--- src/rtl/acc_drain_if.sv ---
// Writeback stream interface of the accumulator drain stage.
// The master (acc_drain) presents one lane per beat; the slave accepts it with iReady.
`ifndef MAC_BW
`define MAC_BW 8
`endif

interface acc_drain_if #(
  parameter int DW = 2 * `MAC_BW,
  parameter int LW = 6
);
  logic          oValid;
  logic          iReady;
  logic [DW-1:0] oData;
  logic [LW-1:0] oLane;
  logic          oLast;

  modport master (output oValid, oData, oLane, oLast, input iReady);
  modport slave  (input oValid, oData, oLane, oLast, output iReady);
endinterface

--- src/rtl/acc_drain.sv ---
// Shadow-captures all MAC array accumulators on snap and streams them out lane 0 first.
// Optional feature macro: DRAIN_SAT_EN clamps oData to the signed MAC_BW range.
`ifndef MAC_BW
`define MAC_BW 8
`endif

module acc_drain #(
  parameter int LANES = 64
) (
  input  logic                                clk,
  input  logic                                rst_n,
  input  logic                                snap,
  input  logic [LANES-1:0][2*`MAC_BW-1:0]     iC,
  acc_drain_if.master                         wb,
  output logic                                busy,
  output logic                                done,
  output logic                                ovf
);

  localparam int DW = 2 * `MAC_BW;
  localparam int LW = (LANES > 1) ? $clog2(LANES) : 1;
  localparam logic [LW-1:0] LAST_LANE = LW'(LANES - 1);

  typedef enum logic [0:0] {IDLE = 1'b0, STREAM = 1'b1} state_t;

  state_t          state_q;
  logic [DW-1:0]   shadow_q [LANES];
  logic [LW-1:0]   lane_q;
  logic [LW-1:0]   lane_d;
  logic [DW-1:0]   data_q;
  logic            valid_q;
  logic            last_q;
  logic            busy_q;
  logic            done_q;
  logic            ovf_q;

  // Clamp is on the output side only, so the shadow bank keeps full precision.
  function automatic logic [DW-1:0] sat_f(input logic [DW-1:0] v);
`ifdef DRAIN_SAT_EN
    logic [DW-1:0] hi;
    logic [DW-1:0] lo;
    hi = {{(`MAC_BW + 1){1'b0}}, {(`MAC_BW - 1){1'b1}}};
    lo = ~hi;
    if ($signed(v) > $signed(hi)) begin
      return hi;
    end else if ($signed(v) < $signed(lo)) begin
      return lo;
    end else begin
      return v;
    end
`else
    return v;
`endif
  endfunction

  assign lane_d = lane_q + LW'(1);

  // Drain FSM with all outputs registered; iReady only affects next-state.
  always_ff @(posedge clk or negedge rst_n) begin
    if (!rst_n) begin
      state_q <= IDLE;
      lane_q  <= {LW{1'b0}};
      data_q  <= {DW{1'b0}};
      valid_q <= 1'b0;
      last_q  <= 1'b0;
      busy_q  <= 1'b0;
      done_q  <= 1'b0;
      ovf_q   <= 1'b0;
      for (int i = 0; i < LANES; i++) begin
        shadow_q[i] <= {DW{1'b0}};
      end
    end else begin
      done_q <= 1'b0;
      case (state_q)
        IDLE: begin
          if (snap) begin
            for (int i = 0; i < LANES; i++) begin
              shadow_q[i] <= iC[i];
            end
            lane_q  <= {LW{1'b0}};
            data_q  <= sat_f(iC[0]);
            last_q  <= (LANES == 1);
            valid_q <= 1'b1;
            busy_q  <= 1'b1;
            ovf_q   <= 1'b0;
            state_q <= STREAM;
          end else begin
            state_q <= IDLE;
          end
        end
        STREAM: begin
          // A snap while streaming is dropped, including on the final handshake.
          if (snap) begin
            ovf_q <= 1'b1;
          end else begin
            ovf_q <= ovf_q;
          end
          if (wb.iReady) begin
            if (lane_q == LAST_LANE) begin
              state_q <= IDLE;
              lane_q  <= {LW{1'b0}};
              data_q  <= {DW{1'b0}};
              last_q  <= 1'b0;
              valid_q <= 1'b0;
              busy_q  <= 1'b0;
              done_q  <= 1'b1;
            end else begin
              lane_q <= lane_d;
              data_q <= sat_f(shadow_q[lane_d]);
              last_q <= (lane_d == LAST_LANE);
            end
          end else begin
            state_q <= STREAM;
          end
        end
        default: begin
          state_q <= IDLE;
          valid_q <= 1'b0;
          busy_q  <= 1'b0;
        end
      endcase
    end
  end

  assign wb.oValid = valid_q;
  assign wb.oData  = data_q;
  assign wb.oLane  = lane_q;
  assign wb.oLast  = last_q;
  assign busy      = busy_q;
  assign done      = done_q;
  assign ovf       = ovf_q;

endmodule
--- src/flat_wrapper.sv ---
// flat-port wrapper written by rule: the top's interface ports become plain ports
module acc_drain_flat 
#(
  parameter int LANES = 64
)
  (clk, rst_n, snap, iC, busy, done, ovf, wb_oValid, wb_oData, wb_oLane, wb_oLast, wb_iReady);
  acc_drain_if wb_i ();
  input  logic clk;
  input  logic rst_n;
  input  logic snap;
  input  logic [LANES-1:0][2*`MAC_BW-1:0] iC;
  output logic busy;
  output logic done;
  output logic ovf;
  output wire logic [$bits(wb_i.oValid)-1:0] wb_oValid;
  output wire logic [$bits(wb_i.oData)-1:0] wb_oData;
  output wire logic [$bits(wb_i.oLane)-1:0] wb_oLane;
  output wire logic [$bits(wb_i.oLast)-1:0] wb_oLast;
  input wire logic [$bits(wb_i.iReady)-1:0] wb_iReady;
  assign wb_oValid = wb_i.oValid;
  assign wb_oData = wb_i.oData;
  assign wb_oLane = wb_i.oLane;
  assign wb_oLast = wb_i.oLast;
  assign wb_i.iReady = wb_iReady;
  acc_drain #(.LANES(LANES)) u_core (.clk(clk), .rst_n(rst_n), .snap(snap), .iC(iC), .wb(wb_i), .busy(busy), .done(done), .ovf(ovf));
endmodule
--- config.mk ---
export PLATFORM = sky130hd
export DESIGN_NAME = acc_drain_flat
export DESIGN_NICKNAME = d
export VERILOG_FILES = /design/src/rtl/acc_drain_if.sv /design/src/rtl/acc_drain.sv /design/src/flat_wrapper.sv
export SDC_FILE = /design/constraint.sdc
export NUM_CORES = 2
export LEC_CHECK = 0
export CAP_MARGIN = 20
export CORE_AREA = 2 2 411 413
export DETAILED_ROUTE_END_ITERATION = 10
export DIE_AREA = 0 0 413 415
export GPL_ROUTABILITY_DRIVEN = 0
export PLACE_DENSITY = 0.56
export SYNTH_ARGS = -nofsm -noshare
export SYNTH_HDL_FRONTEND = slang
export SYNTH_SLANG_ARGS = --single-unit
--- constraint.sdc ---
create_clock -name clk -period 3.3 [get_ports clk]
set_input_delay 0.825 -clock clk [delete_from_list [all_inputs] [get_ports clk]]
set_output_delay 0.825 -clock clk [all_outputs]
set_load 0.01 [all_outputs]
After elaboration in Yosys (flattened, before gate mapping)
Index checks and enable logic that the tools add are counted.
{"block": "totals", "input_bits": 1028, "wordCells": 112, "out_inout_bits": 27, "regBits": 1051}
{"block": "classes", "add_sub_neg": 1, "muxes": 27, "bitwise": 2, "n_lt_le_gt_ge": 1, "n_reduce_logical": 4, "eq_ne": 6}
{"operator": "$bmux 16 s6", "n": 1}
{"operator": "$mux 16", "n": 5}
{"operator": "$pmux 16 s2", "n": 1}
{"operator": "$mux 6", "n": 3}
{"operator": "$eq 6x6->1 const B", "n": 2}
{"operator": "$mux 1", "n": 12}
{"operator": "$pmux 6 s2", "n": 1}
{"operator": "$ne 2x2->1 const B", "n": 4}
{"operator": "$pmux 1 s2", "n": 4}
{"operator": "$ge 7x7->1 const B", "n": 1}
{"operator": "$not 6->7", "n": 1}
{"operator": "$add 6x1->6 const B", "n": 1}
{"operator": "$reduce_and 2->1", "n": 3}
{"operator": "$reduce_and 3->1", "n": 1}
{"operator": "$not 1->1", "n": 1}

Depth between registers and ports, before layout
{"block": "logic_depth", "ltp_word": 8, "mapped_depth": 15, "depth_no_buf": 8}

Worst setup path after synthesis
No wires, ideal clock.
{"block": "synth_path", "path_kind": "register to register", "start": "register u_core.lane_q[0] (netlist: u_core.wb.oLane[0])", "end": "register u_core.data_q[4] (netlist: u_core.wb.oData[4])", "t_arrival_ps": 3157, "stages_incl_launch_ff": 14, "required_ps": 3160, "setup_time_ps": 140, "period_less_slack_ps": 3296, "path_slack_ps": 4, "n_path_buf": 7, "path_cell_list": "dfrtp_1 > buf_2 > buf_4 > buf_6 > buf_2 > inv_1 > ha_1 > buf_2 > buf_4 > clkbuf_1 > mux4_2 > mux4_2 > mux2i_1 > o2111ai_1"}
{"block": "synth_between", "elab_chain_cells": 8, "word_cells_on_any_way": 9, "cone_classes": "1 x add/sub; 1 x eq/ne; 6 x mux; 1 x bitwise"}
{"element": "from (decl)", "line_no": "acc_drain.sv:28", "rtl": "logic [LW-1:0] lane_q;"}
{"element": "from (signal assigned)", "line_no": "acc_drain.sv:62", "rtl": "lane_q <= {LW{1'b0}};"}
{"element": "from (signal assigned)", "line_no": "acc_drain.sv:80", "rtl": "lane_q <= {LW{1'b0}};"}
{"element": "from (signal assigned)", "line_no": "acc_drain.sv:101", "rtl": "lane_q <= {LW{1'b0}};"}
{"element": "$add 6x1->6", "line_no": "acc_drain.sv:56", "rtl": "assign lane_d = lane_q + LW'(1);"}
{"element": "$not 6->7 (implied by the code)", "line_no": "acc_drain.sv:109", "rtl": "data_q <= sat_f(shadow_q[lane_d]);"}
{"element": "$bmux 16 s6", "line_no": "acc_drain.sv:109"}
{"element": "$mux 16 (implied by the code) (2 in series)", "line_no": "acc_drain.sv:109"}
{"element": "$mux 16 (*)", "line_no": "acc_drain.sv:99", "rtl": "if (lane_q == LAST_LANE) begin"}
{"element": "$mux 16 (*)", "line_no": "acc_drain.sv:98", "rtl": "if (wb.iReady) begin"}
{"element": "$pmux 16 s2 (*)", "line_no": "acc_drain.sv:74", "rtl": "case (state_q)"}
{"element": "to (signal assigned)", "line_no": "acc_drain.sv:81", "rtl": "data_q <= sat_f(iC[0]);"}
{"element": "to (signal assigned)", "line_no": "acc_drain.sv:102", "rtl": "data_q <= {DW{1'b0}};"}
{"element": "to (signal assigned)", "line_no": "acc_drain.sv:109"}
{"element": "to (decl)", "line_no": "acc_drain.sv:30", "rtl": "logic [DW-1:0] data_q;"}
Mark *: on every way between the ends. The rest lies on a longest branch, timed or not. The select of a mux whose other input is x is not followed.
A chain may end at the register's enable or synchronous reset.

Final worst setup path
{"block": "layout_path", "start": "register u_core.lane_q[0] (netlist: u_core.wb.oLane[0])", "end": "register u_core.data_q[10] (netlist: u_core.wb.oData[10])"}
The elaborated chain is that of the path after synthesis.

==> out/summary.txt <==
Critical Path RT -> 3880 ps
Fin nets -> 7110
WS Path Type -> flip-flop to flip-flop
Switching share of power -> 33.4%
Slew Viols, Final -> 0
Pin count of the biggest net entering global routing -> 159
Post-Layout Inst Area -> 0.0656 mm²
Remaining routing DRC violations -> 0
Setup Viol. Count Final -> 0
Combinational share of power -> 30.8%
Die area -> 0.171 mm²
I/O pin cnt -> 1055
CP startpoint kind -> flip-flop
Pint -> 28700 µW
Row cnt -> 150
FF/Latch Area -> 0.0263 mm²
Worst-case reg-to-reg path depth -> 8
Grt total ovfl -> 0
Worst path cell trace -> buf_12, ha_1, nand3_1, xnor2_4, nor3_2, buf_4, nand3_1, o2111ai_1
Top_reg_cell synth -> dfrtp_1
Crit-path slowest cell -> xnor2_4
Util after Layout -> 39.4%
Antenna violations before repair -> 64
Worst min-delay path category -> input port to asynchronous set/reset pin
CTS buffer count -> 118
Cell variety after synth -> 38
EDFF count, synth -> 0
Clk Latency, worst-skew pair -> 730 ps
Status -> completed
Total vias in the final route -> 40200
Clk buf depth -> 3
Register area share after synthesis -> 55.4%
Syn avg cell area -> 9.32 µm²
Final std cells w/o fill -> 8430
CTS tree -> built
Post-Syn Instances -> 5098
Least-Margin Pin Slew -> 1030 ps
Clk slew on worst S/H paths -> 70 ps
Leak Pwr -> 0.0314 µW
Post-DP HPWL -> 157 mm
DRT iter0 DRCs -> 3960
RSZ-0062 raised after global routing -> false
ANT nets after route -> 0
Hold Buf Count CTS -> 0
H-tree Lvls -> 3
Clock share of power -> 33.2%
Rel. slew slack -> 31.2%
Reg power frac -> 36.0%
Share of post-route cells with drive strength above 1 -> 10.2%
Drt total wl -> 205 mm
First-pass GRT wire length -> 290 mm
Cells after DPL -> 8165
Initial Utilization -> 28.5%
Die Height -> 415 µm
Multi-input combinational cell area -> 0.0199 mm²
Port bufs -> 1054
TritonRoute pass-1 iters -> 5
Critical Path AT -> 3710 ps
Worst IR Drop VDD -> 0.000631 V
Die W -> 413 µm
Clock root cell -> clkbuf_16
Yosys warns -> 0
Crit path time final -> 3130 ps
Post-synthesis async set-or-reset flop share -> 100%
Clk sinks -> 1051
CP most frequent cell -> nand3_1
Fmax -> 320 MHz
P_sw -> 14400 µW
Drt wl/cell -> 24.3 µm
Clock skew -> 33.2 ps
DR vias/cell -> 4.76
Core area -> 0.167 mm²
Final Cycle Share -> 94.8%
Hold Worst Slack -> 59.5 ps
CP max FO -> 18
Crit end category -> flip-flop
Pwr Density -> 657 mW/mm²
Fill cell count -> 16600
Max incr delay on CP -> 750 ps
Area grow syn2layout -> 38.1%
Post-DP Area -> 0.0613 mm²
Postcts setup bufs -> 0
All-Layer GR Usage -> 23.5%
Syn Std Cell Area -> 0.0475 mm²
# Max-Cap Violations -> 0
Final hold vios -> 0
Yosys reg bits -> 1051
Post_cts resized -> 0
Syn Nets -> 6128
Vias in the first global route -> 40600
Setup TNS -> 0 ps
## state kept, by name (all words and copies together), names as in the netlist
name	count
u_core.wb.oLane	6
u_core.wb.oData	16
u_core.done	1
u_core.state_q	1
u_core.wb.oValid	1
u_core.wb.oLast	1
u_core.ovf	1
u_core.shadow_q	1024
## power by group through the flow
stage                     registers, µW  clock network (µW)  logic [µW]
final                             15500               14300       13300
after global routing              15700               15100       14200
after CTS                         15500               14600       13600
after detailed placement          15700                   0       13500
after global placement            15700                   0       13500
after floorplan                   15300                   0        6440
## worst max-delay path, delay by kind of cell (launching register included)
kind	cells	cell delay [ps]
AO/OA/AOI/OAI	1	170
XOR/XNOR	1	750
AND/OR/NAND/NOR	3	800
adder cells (fa/ha/maj)	1	400
buffers and inverters	2	380
flip-flops	1	450
## Yosys cell counts (8+ instances only)
cell          n  area [µm²]
nor3_1        8        40.0
buf_1        25        93.8
mux4_2      282        6350
nand4_1      20         125
o2111ai_1    11        96.3
nor2_1       13        48.8
clkbuf_1    252         946
nand2_1    3213       12100
a22oi_1      15         113
buf_4        10        75.1
buf_2        34         170
dfrtp_1    1051       26300
nand3_1      87         435
mux2i_1      20         200
## layout by cell type (no fill, tap or decap), drive strengths merged, types with 6 or more instances in the layout
cell,count
nand2,3213
clkdlybuf4s50,1053
diode,42
dfrtp,1051
clkinv,29
bufinv,16
mux2i,20
o21ai,6
inv,8
mux4,282
and2,6
a22oi,15
clkbuf,168
nor3,9
clkinvlp,6
a211oi,6
nand4,20
o2111ai,11
buf,135
nor2,13
nand3,87
## path summary, 6_finish.rpt
kind                                    start                   end  slack [ps]
max                        u_core.wb.oLane[0]   u_core.wb.oData[10]         170
min reg2reg                   u_core.wb.oLast       u_core.wb.oLast         470
min                                     rst_n  u_core.shadow_q[236]          60
max in group asynchronous               rst_n  u_core.shadow_q[516]        2130
min in group clk              u_core.wb.oLast       u_core.wb.oLast         470
max reg2reg                u_core.wb.oLane[0]   u_core.wb.oData[10]         170
## cell type report
type	count	share of cell area, %
Sequential cell	1051	40.1
Multi-Input combinational cell	3718	30.4
Timing Repair Buffer	1188	18.7
Clock buffer	168	5.22
Tap cell	2204	4.20
Clock inverter	56	1.22
Antenna cell	42	0.160
Inverter	3	0.0172
## kinds of logic after synthesis
kind of cell               after synthesis  synth area share [%]
AOI/OAI and AO/OA                       51                 0.796
xor gates and xnor gates                 8                 0.179
adders and majority gates                2                0.0527
buffers and inverters                  329                  2.85
DFF                                   1051                  55.4
muxes                                  303                  13.8
and+or+nand+nor                       3354                  26.9
## per-layer routing
| layer | part of all wire [%] | wire [µm] | global-route usage [%] | vias to the layer above |
|---|---|---|---|---|
| met4 | 4.0 | 8150 | 9.26 | 34 |
| met3 | 7.2 | 14900 | 5.13 | 301 |
| li1 | - | - | - | 18300 |
| met2 | 48 | 97400 | 37.8 | 1472 |
| met5 | 0.099 | 203 | 0 | - |
| met1 | 41 | 84400 | 30.7 | 20100 |
## metrics by stage
stage	setup WS, ps	total power (µW)
3_5_place_dp	234	29300
3_3_place_gp	318	29200
6_report	171	43100
2_1_floorplan	3.61	21800
5_1_grt	33.9	45000
4_1_cts	150	43700
Power figures use the tool's default switching activity.
